`src/rtl/axis_max_finder.sv`:
```
// rtl/axis_max_finder.sv - AXI-Stream packet maximum finder with handshaked result
//
// Consumes TLAST-delimited packets and reports, once per packet, the maximum
// sample, the beat index of its first occurrence, the saturating beat count
// and an overflow flag. The result is a single registered entry.
//
// Optional feature macro: AXIS_MAX_FINDER_MIN_TRACK_EN
//   When defined, the packet minimum and its first index are tracked too and
//   reported on m_axis_min / m_axis_min_idx alongside the max result.
//
// Parameters:
//   DATA_WIDTH  sample width
//   IDX_WIDTH   width of the index and count fields
//   SIGNED      1 = two's-complement compare, 0 = unsigned compare
//
// Ports:
//   s_axis_aclk      clock, rising edge
//   s_axis_aresetn   asynchronous active-low reset
//   s_axis_tdata     input sample
//   s_axis_tvalid    input sample valid
//   s_axis_tlast     last beat of the packet
//   s_axis_tready    block can accept a beat
//   m_axis_tvalid    result valid
//   m_axis_tready    result accepted
//   m_axis_max       packet maximum
//   m_axis_idx       beat index of the first maximum (0-based, saturating)
//   m_axis_count     beats in the packet (saturating)
//   m_axis_ovf       packet exceeded 2^IDX_WIDTH-1 beats
//   m_axis_min       packet minimum (feature macro only)
//   m_axis_min_idx   beat index of the first minimum (feature macro only)

module axis_max_finder #(
    parameter int DATA_WIDTH = 32,
    parameter int IDX_WIDTH  = 16,
    parameter int SIGNED     = 0
) (
    input  logic                  s_axis_aclk,
    input  logic                  s_axis_aresetn,
    input  logic [DATA_WIDTH-1:0] s_axis_tdata,
    input  logic                  s_axis_tvalid,
    input  logic                  s_axis_tlast,
    output logic                  s_axis_tready,
    output logic                  m_axis_tvalid,
    input  logic                  m_axis_tready,
    output logic [DATA_WIDTH-1:0] m_axis_max,
    output logic [IDX_WIDTH-1:0]  m_axis_idx,
    output logic [IDX_WIDTH-1:0]  m_axis_count,
    output logic                  m_axis_ovf
`ifdef AXIS_MAX_FINDER_MIN_TRACK_EN
    ,
    output logic [DATA_WIDTH-1:0] m_axis_min,
    output logic [IDX_WIDTH-1:0]  m_axis_min_idx
`endif
);

    localparam logic [IDX_WIDTH-1:0] IDX_MAX = '1;
    localparam logic [IDX_WIDTH-1:0] IDX_ONE = IDX_WIDTH'(1);

    typedef enum logic {
        ST_IDLE,
        ST_ACCUM
    } state_t;

    state_t state, state_nxt;

    logic [DATA_WIDTH-1:0] run_max, acc_max;
    logic [IDX_WIDTH-1:0]  run_idx, acc_idx;
    logic [IDX_WIDTH-1:0]  run_cnt, acc_cnt;
    logic                  run_ovf, acc_ovf;
    logic                  beat;
    logic                  gt;

`ifdef AXIS_MAX_FINDER_MIN_TRACK_EN
    logic [DATA_WIDTH-1:0] run_min, acc_min;
    logic [IDX_WIDTH-1:0]  run_min_idx, acc_min_idx;
    logic                  lt;
`endif

    // A pending result that is not being taken this cycle blocks the input;
    // taking it in the same cycle frees the slot for a new result.
    assign s_axis_tready = !(m_axis_tvalid && !m_axis_tready);
    assign beat          = s_axis_tvalid && s_axis_tready;

    always_comb begin
        gt = (SIGNED != 0) ? ($signed(s_axis_tdata) > $signed(run_max))
                           : (s_axis_tdata > run_max);
    end

`ifdef AXIS_MAX_FINDER_MIN_TRACK_EN
    always_comb begin
        lt = (SIGNED != 0) ? ($signed(s_axis_tdata) < $signed(run_min))
                           : (s_axis_tdata < run_min);
    end
`endif

    // Running values including the effect of the current beat. These feed
    // both the running registers and, on tlast, the result register.
    always_comb begin
        state_nxt = state;
        acc_max   = run_max;
        acc_idx   = run_idx;
        acc_cnt   = run_cnt;
        acc_ovf   = run_ovf;
`ifdef AXIS_MAX_FINDER_MIN_TRACK_EN
        acc_min     = run_min;
        acc_min_idx = run_min_idx;
`endif
        if (beat) begin
            if (state == ST_IDLE) begin
                acc_max = s_axis_tdata;
                acc_idx = '0;
                acc_cnt = IDX_ONE;
                acc_ovf = 1'b0;
`ifdef AXIS_MAX_FINDER_MIN_TRACK_EN
                acc_min     = s_axis_tdata;
                acc_min_idx = '0;
`endif
            end else begin
                // run_cnt is the number of beats already taken, i.e. the
                // index of this beat, already clamped at IDX_MAX.
                if (gt) begin
                    acc_max = s_axis_tdata;
                    acc_idx = run_cnt;
                end
`ifdef AXIS_MAX_FINDER_MIN_TRACK_EN
                if (lt) begin
                    acc_min     = s_axis_tdata;
                    acc_min_idx = run_cnt;
                end
`endif
                // A beat arriving with the counter already full means the
                // packet is longer than the count field can represent.
                if (run_cnt == IDX_MAX) begin
                    acc_ovf = 1'b1;
                end else begin
                    acc_cnt = run_cnt + IDX_ONE;
                end
            end
            state_nxt = s_axis_tlast ? ST_IDLE : ST_ACCUM;
        end
    end

    always_ff @(posedge s_axis_aclk or negedge s_axis_aresetn) begin
        if (!s_axis_aresetn) begin
            state <= ST_IDLE;
        end else begin
            state <= state_nxt;
        end
    end

    always_ff @(posedge s_axis_aclk or negedge s_axis_aresetn) begin
        if (!s_axis_aresetn) begin
            run_max       <= '0;
            run_idx       <= '0;
            run_cnt       <= '0;
            run_ovf       <= 1'b0;
            m_axis_tvalid <= 1'b0;
            m_axis_max    <= '0;
            m_axis_idx    <= '0;
            m_axis_count  <= '0;
            m_axis_ovf    <= 1'b0;
`ifdef AXIS_MAX_FINDER_MIN_TRACK_EN
            run_min        <= '0;
            run_min_idx    <= '0;
            m_axis_min     <= '0;
            m_axis_min_idx <= '0;
`endif
        end else begin
            if (beat) begin
                run_max <= acc_max;
                run_idx <= acc_idx;
                run_cnt <= acc_cnt;
                run_ovf <= acc_ovf;
`ifdef AXIS_MAX_FINDER_MIN_TRACK_EN
                run_min     <= acc_min;
                run_min_idx <= acc_min_idx;
`endif
            end
            if (beat && s_axis_tlast) begin
                m_axis_tvalid <= 1'b1;
                m_axis_max    <= acc_max;
                m_axis_idx    <= acc_idx;
                m_axis_count  <= acc_cnt;
                m_axis_ovf    <= acc_ovf;
`ifdef AXIS_MAX_FINDER_MIN_TRACK_EN
                m_axis_min     <= acc_min;
                m_axis_min_idx <= acc_min_idx;
`endif
            end else if (m_axis_tvalid && m_axis_tready) begin
                m_axis_tvalid <= 1'b0;
            end
        end
    end

endmodule
```
`config.mk`:
```
export PLATFORM = sky130hd
export DESIGN_NAME = axis_max_finder
export DESIGN_NICKNAME = d
export VERILOG_FILES = /design/src/rtl/axis_max_finder.sv
export SDC_FILE = /design/constraint.sdc
export NUM_CORES = 1
export LEC_CHECK = 0
export CAP_MARGIN = 20
export CORE_AREA = 2 2 116 107
export CTS_CLUSTER_DIAMETER = 100
export DETAILED_ROUTE_END_ITERATION = 10
export DIE_AREA = 0 0 118 109
export GPL_TIMING_DRIVEN = 0
export HOLD_SLACK_MARGIN = 0.06
export PLACE_DENSITY = 0.87
export SYNTH_ARGS = -nofsm -noshare
export SYNTH_HDL_FRONTEND = slang
export SYNTH_SLANG_ARGS = --single-unit
```
`constraint.sdc`:
```
create_clock -name s_axis_aclk -period 6.9 [get_ports s_axis_aclk]
set_clock_uncertainty 0.15 [all_clocks]
set_input_delay 1.035 -clock s_axis_aclk [delete_from_list [all_inputs] [get_ports s_axis_aclk]]
set_output_delay 1.035 -clock s_axis_aclk [all_outputs]
set_load 0.05 [all_outputs]
```
# == Yosys cells after proc, flatten, opt, wreduce, memory -nomap -nowiden ==
# Index checks and enable logic that the tools add are counted.
# totals
reg_bits,132
latchBits,0
ram_bits,0
romBits,0
wordCells,35
n_memories,0
# classes
add_sub_neg,1
multipliers,0
div_mod_pow,0
magnitude_cmp,1
eq_ne,1
n_shift,0
n_mux,15
bitwise,0
n_reduce_logical,7
# ops
op,count
$mux 16,6
$mux 32,3
$gt 32x32->1,1
$add 16x1->16 const B,1
$eq 16x16->1 const B,1
$mux 1,6
$logic_and 1x1->1,4
$logic_not 1->1,2
$reduce_bool 2->1,1

# == Longest topological paths before layout ==
# logic_depth
depth_word,6
depth_mapped,11
ltp_nobuf,9

# == Worst setup path after synthesis ==
# No wires, ideal clock.
# synth_timing
path_kind,input port to flip-flop
start,input port s_axis_tdata[7]
end,register m_axis_max[30]
setup_time_ps,126
t_arrival_ps,2841
t_required_ps,6624
slack_ps,3783
path_stages,9
path_buffers,1
path_cell_list,ha_1 a21oi_1 o21ai_1 a21o_1 o41ai_4 a31oi_4 buf_6 and3_1 a221o_1
# synth_between
elab_chain_cells,4
# synth_lines
element,line_no,source
from (decl),39,"input logic [DATA_WIDTH-1:0] s_axis_tdata,"
$gt 32x32->1,86,: (s_axis_tdata > run_max);
$mux 32,121,if (gt) begin
$mux 32,109,if (state == ST_IDLE) begin
$mux 32,108,if (beat) begin
to (signal assigned),181,m_axis_max <= acc_max;
to (decl),45,"output logic [DATA_WIDTH-1:0] m_axis_max,"
# No other way between the ends.
# A chain may end at the register's enable or synchronous reset.

# == Final worst setup path ==
# layout_timing
start,input port m_axis_tready
end,output port s_axis_tready
# layout_between
elab_chain_cells,3
# layout_lines
element,line_no,source
from (decl),44,"input logic m_axis_tready,"
$logic_not 1->1,81,assign s_axis_tready = !(m_axis_tvalid && !m_axis_tready);
$logic_and 1x1->1,81,
$logic_not 1->1,81,
to (decl),42,"output logic s_axis_tready,"
# No other way between the ends.

==> results by stage <==
Final layout:
- In the layout the commonest cells are 132 x dfrtp_1, 102 x clkdlybuf4s50_1, 91 x nand2_1, 50 x inv_1, 37 x and3_1.
- 0 antenna diodes ended up in the layout.
- Compared with the post-synthesis result, the final layout area differs by 28.18%.
- The library cell used most frequently in the layout, excluding fill and tap cells, is dfrtp_1.
- The post-route netlist has 7.980% of its cells at a drive strength greater than 1.
- The number of nets in the finished design is 859.

Run status:
- The run finished with clean final reports.

Global route:
- The first global-routing pass estimated 30.22 mm of wire.
- Summed over all layers, the global routing overflow is 0.
- The initial antenna violation count came to 0.
- Entering global routing, the biggest net connects 70 pins.
- The via count of the first global-routing pass is 6061.
- Global routing used 29.84% of the available tracks across all layers.

Critical path:
- The worst setup path is launched from an input port.
- The critical path is of the input port to output port type.
- Following the worst setup path forward leads to its endpoint at s_axis_tready.
- Data on the critical path is required at its endpoint by 5.71 ns.
- The delay of the slowest critical-path stage is 0.85 ns.
- The most numerous cell type found on the critical path is clkdlybuf4s50_1.
- Counting both buffers and inverters, the worst setup path holds a total of 2.
- STA puts the critical path data arrival time at 2.56 ns.
- In this run the critical register-to-register path is captured at m_axis_idx[6].
- The worst-path cell with the longest stage delay is clkdlybuf4s50_1.
- Traced cell by cell, the critical path runs through clkdlybuf4s50_1 -> nand2b_1 -> clkdlybuf4s50_1.
- The reg-to-reg critical path startpoint is run_max[23].
- Across all register-to-register paths, the minimum setup slack is 3.92 ns.
- The critical path starts at m_axis_tready.
- STA classifies the critical path endpoint as an output port.
- The worst register-to-register path has a depth of 10.
- The top fanout value on the critical path is 5.
- The critical path crosses 3 cells after its start point.
- In this design, the largest share of critical-path delay is due to buffers and inverters.

STA:
- The final number of max-transition violations is 0.
- The worst path in the final design needs a cycle of 3.748 ns, including I/O delays and setup.
- In the finished design, the share of the clock period the worst path needs comes to 54.31%.
- The headroom to the max-slew limit is 60.04%.
- Setup repair after global routing left no endpoint under its margin.
- The achievable frequency is 266.8 MHz.
- The total setup violations reported at the end of the flow is 0.
- The total negative setup slack is 0 ns.
- The slew at the pin with the worst max-slew slack is 0.5995 ns.
- The number of endpoints with negative hold slack in the final report came to 0.

Floorplanning:
- In this run the vertical extent of the chip is 109 um.
- The placeable core region is 11740 sq um.
- The number of placement rows is 38.
- The die covers 12860 sq um.
- Measured along the x axis, the die boundary spans 118 um.
- The starting density of the core is 56.63%.
- 104 I/O pins were placed.

Yosys:
- After synthesis, the netlist uses 51 different library cells.
- The portion of the post-synthesis area used by sequential elements is 49.67%.
- The synthesized netlist cell count is 666.
- The top cell type's share of synthesized area is 49.67%.
- The number of enable-type register cells in the synthesized netlist is 0.
- After synthesis, the mean cell area works out to 9.985 sq um.
- For this run, the leading register cell type out of synthesis is dfrtp_1.
- The share of flip-flops with an asynchronous set or reset after synthesis is 100.0%.
- The count of state elements after synthesis is 132.
- The number of nets in the synthesized netlist is 736.
- Ranked by total cell area, the synthesized netlist is headed by dfrtp_1 50%, ha_1 6.2%, nand2_1 5.1%.
- The post-synthesis cell type with the largest combined area is dfrtp_1.
- The netlist area before placement is 6650 sq um.
- The Yosys step of the flow raised 0 warnings.

Min path:
- The path class of the tightest hold or removal check is flip-flop to flip-flop.

Place:
- Buffers placed on the I/O ports in this run total 103.
- The final weighted congestion of routability-driven global placement is 0.8867.
- The detailed placement HPWL is 12.65 mm.

CTS:
- Clock-pin slew was measured on the worst setup and hold paths at 0.06 ns.
- The root buffer cell chosen for the clock tree is clkbuf_16.
- The CTS buffer count is 17.
- In this run the post-CTS setup repair buffer count came out at 0.
- The TritonCTS clock tree is built.
- For this design, the sink count on the clock tree is 132.
- The number of gates resized after cts is 0.
- The H-tree depth is 4.
- For this design, the CTS-stage hold fixing added 0 buffers.
- The clock latency on the worst-skew pair is 0.42 ns.
- In this run the deepest clock path goes through 2 buffers.

Power:
- Across the VDD grid, the largest voltage drop is 195.3 uV.
- The areal power density over the cells is 399.5 nW/um^2.
- The total power consumption of the routed design is 3.405 mW.
- For this design the static power due to leakage is 3.823 nW.

Routing:
- The total via count after detailed routing is 6081.
- Using the TritonRoute via totals, the vias-per-cell ratio works out to 6.321.
- The average wire length per cell after detail routing is 19.80 um.
- The total wire length after detailed routing is 19.05 mm.
- After detailed routing, the number of remaining DRC violations is 0.
- The number of DRC markers after the initial detailed-route iteration is 691.
- The count of nets left with antenna violations once routing finished came out at 0.
- The number of iterations in the first detailed-routing pass is 6.

Job:
- The number of maximum-capacitance constraint violations is 0.
==> layout make-up <==
cell class	count	area (sq um)
Timing Repair Buffer	104	1060
Sequential cell	132	3303
Buffer	47	242.7
Clock inverter	14	175.2
Inverter	50	187.7
Multi-Input combinational cell	437	2917
Clock buffer	18	439.2
Tap cell	160	200.2
Fill cell	791	3219
==> logic make-up (layout without fill, tap and decap cells) <==
logic type | count (synthesis) | after routing | synth area share [%]
xor gates and xnor gates | 9 | 9 | 1.185
and+or+nand+nor | 214 | 214 | 15.79
buffers and inverters | 97 | 233 | 6.472
DFF | 132 | 132 | 49.67
muxes | 4 | 4 | 0.6397
adders and majority gates | 33 | 33 | 6.209
AOI/OAI and AO/OA | 177 | 177 | 20.04
==> worst min-delay path, stage by stage, from the launching register on <==
cell     delay, ns
dfrtp_1       0.34
nand2_1       0.04
o21ai_0       0.06
==> report_power, final <==
group          internal (mW)  switching (mW)
clock network          0.581           0.358
logic                  0.466           0.884
registers              0.976           0.140
==> worst min path at each step <==
stage / startpoint / endpoint / cells past startpoint
4_1_cts: m_axis_count[9] / m_axis_count[9] / 2
2_1_floorplan: run_ovf / run_ovf / 2
5_1_grt: m_axis_count[9] / m_axis_count[9] / 2
3_5_place_dp: m_axis_count[9] / m_axis_count[9] / 2
3_3_place_gp: m_axis_count[2] / m_axis_count[2] / 2
6_report: m_axis_count[9] / m_axis_count[9] / 2
==> sequential cells by signal, indices dropped and copies added, names as in the netlist <==
signal / count
run_max: 32
m_axis_max: 32
m_axis_count: 16
run_cnt: 16
state: 1
m_axis_ovf: 1
run_idx: 16
m_axis_idx: 16
run_ovf: 1
m_axis_tvalid: 1
==> Yosys cell counts, drive strengths merged, types with 2 or more instances <==
library cell	n
or3	2
nand3	11
a31o	2
buf	19
xnor2	5
nand2	91
ha	33
xor2	4
a21oi	21
and2	4
inv	50
mux2	2
nand4	29
and4	2
nor3	4
a31oi	2
clkbuf	28
a221o	32
a22o	2
o221ai	32
nor4	3
a22oi	16
o21ai	51
a21o	5
nor2	26
o31ai	5
dfrtp	132
mux2i	2
and3	37
nor2b	2
==> per-layer routing <==
metal	vias to the layer above	GRT usage, %	part of all wire, %
met3	65	6.276	8.6
met2	371	48.09	47
met5	-	0	0
met4	0	15.49	3.4
met1	2944	38.58	41
li1	2701	-	-
==> through the flow <==
stage	std cells	util, %	instance area, sq um	hold slack (ns)	setup slack, ns
4_1_cts	962	72.59	8524	0.3337	3.156
5_1_grt	962	72.59	8524	0.3536	3.037
3_5_place_dp	930	67.36	7910	0.3198	2.937
6_report	962	72.59	8524	0.3315	3.152
3_3_place_gp	929	67.11	7881	0.3188	-0.3014
2_1_floorplan	666	-	6650	0.3074	3.783
Note: power is estimated with default switching activity, not from simulation.
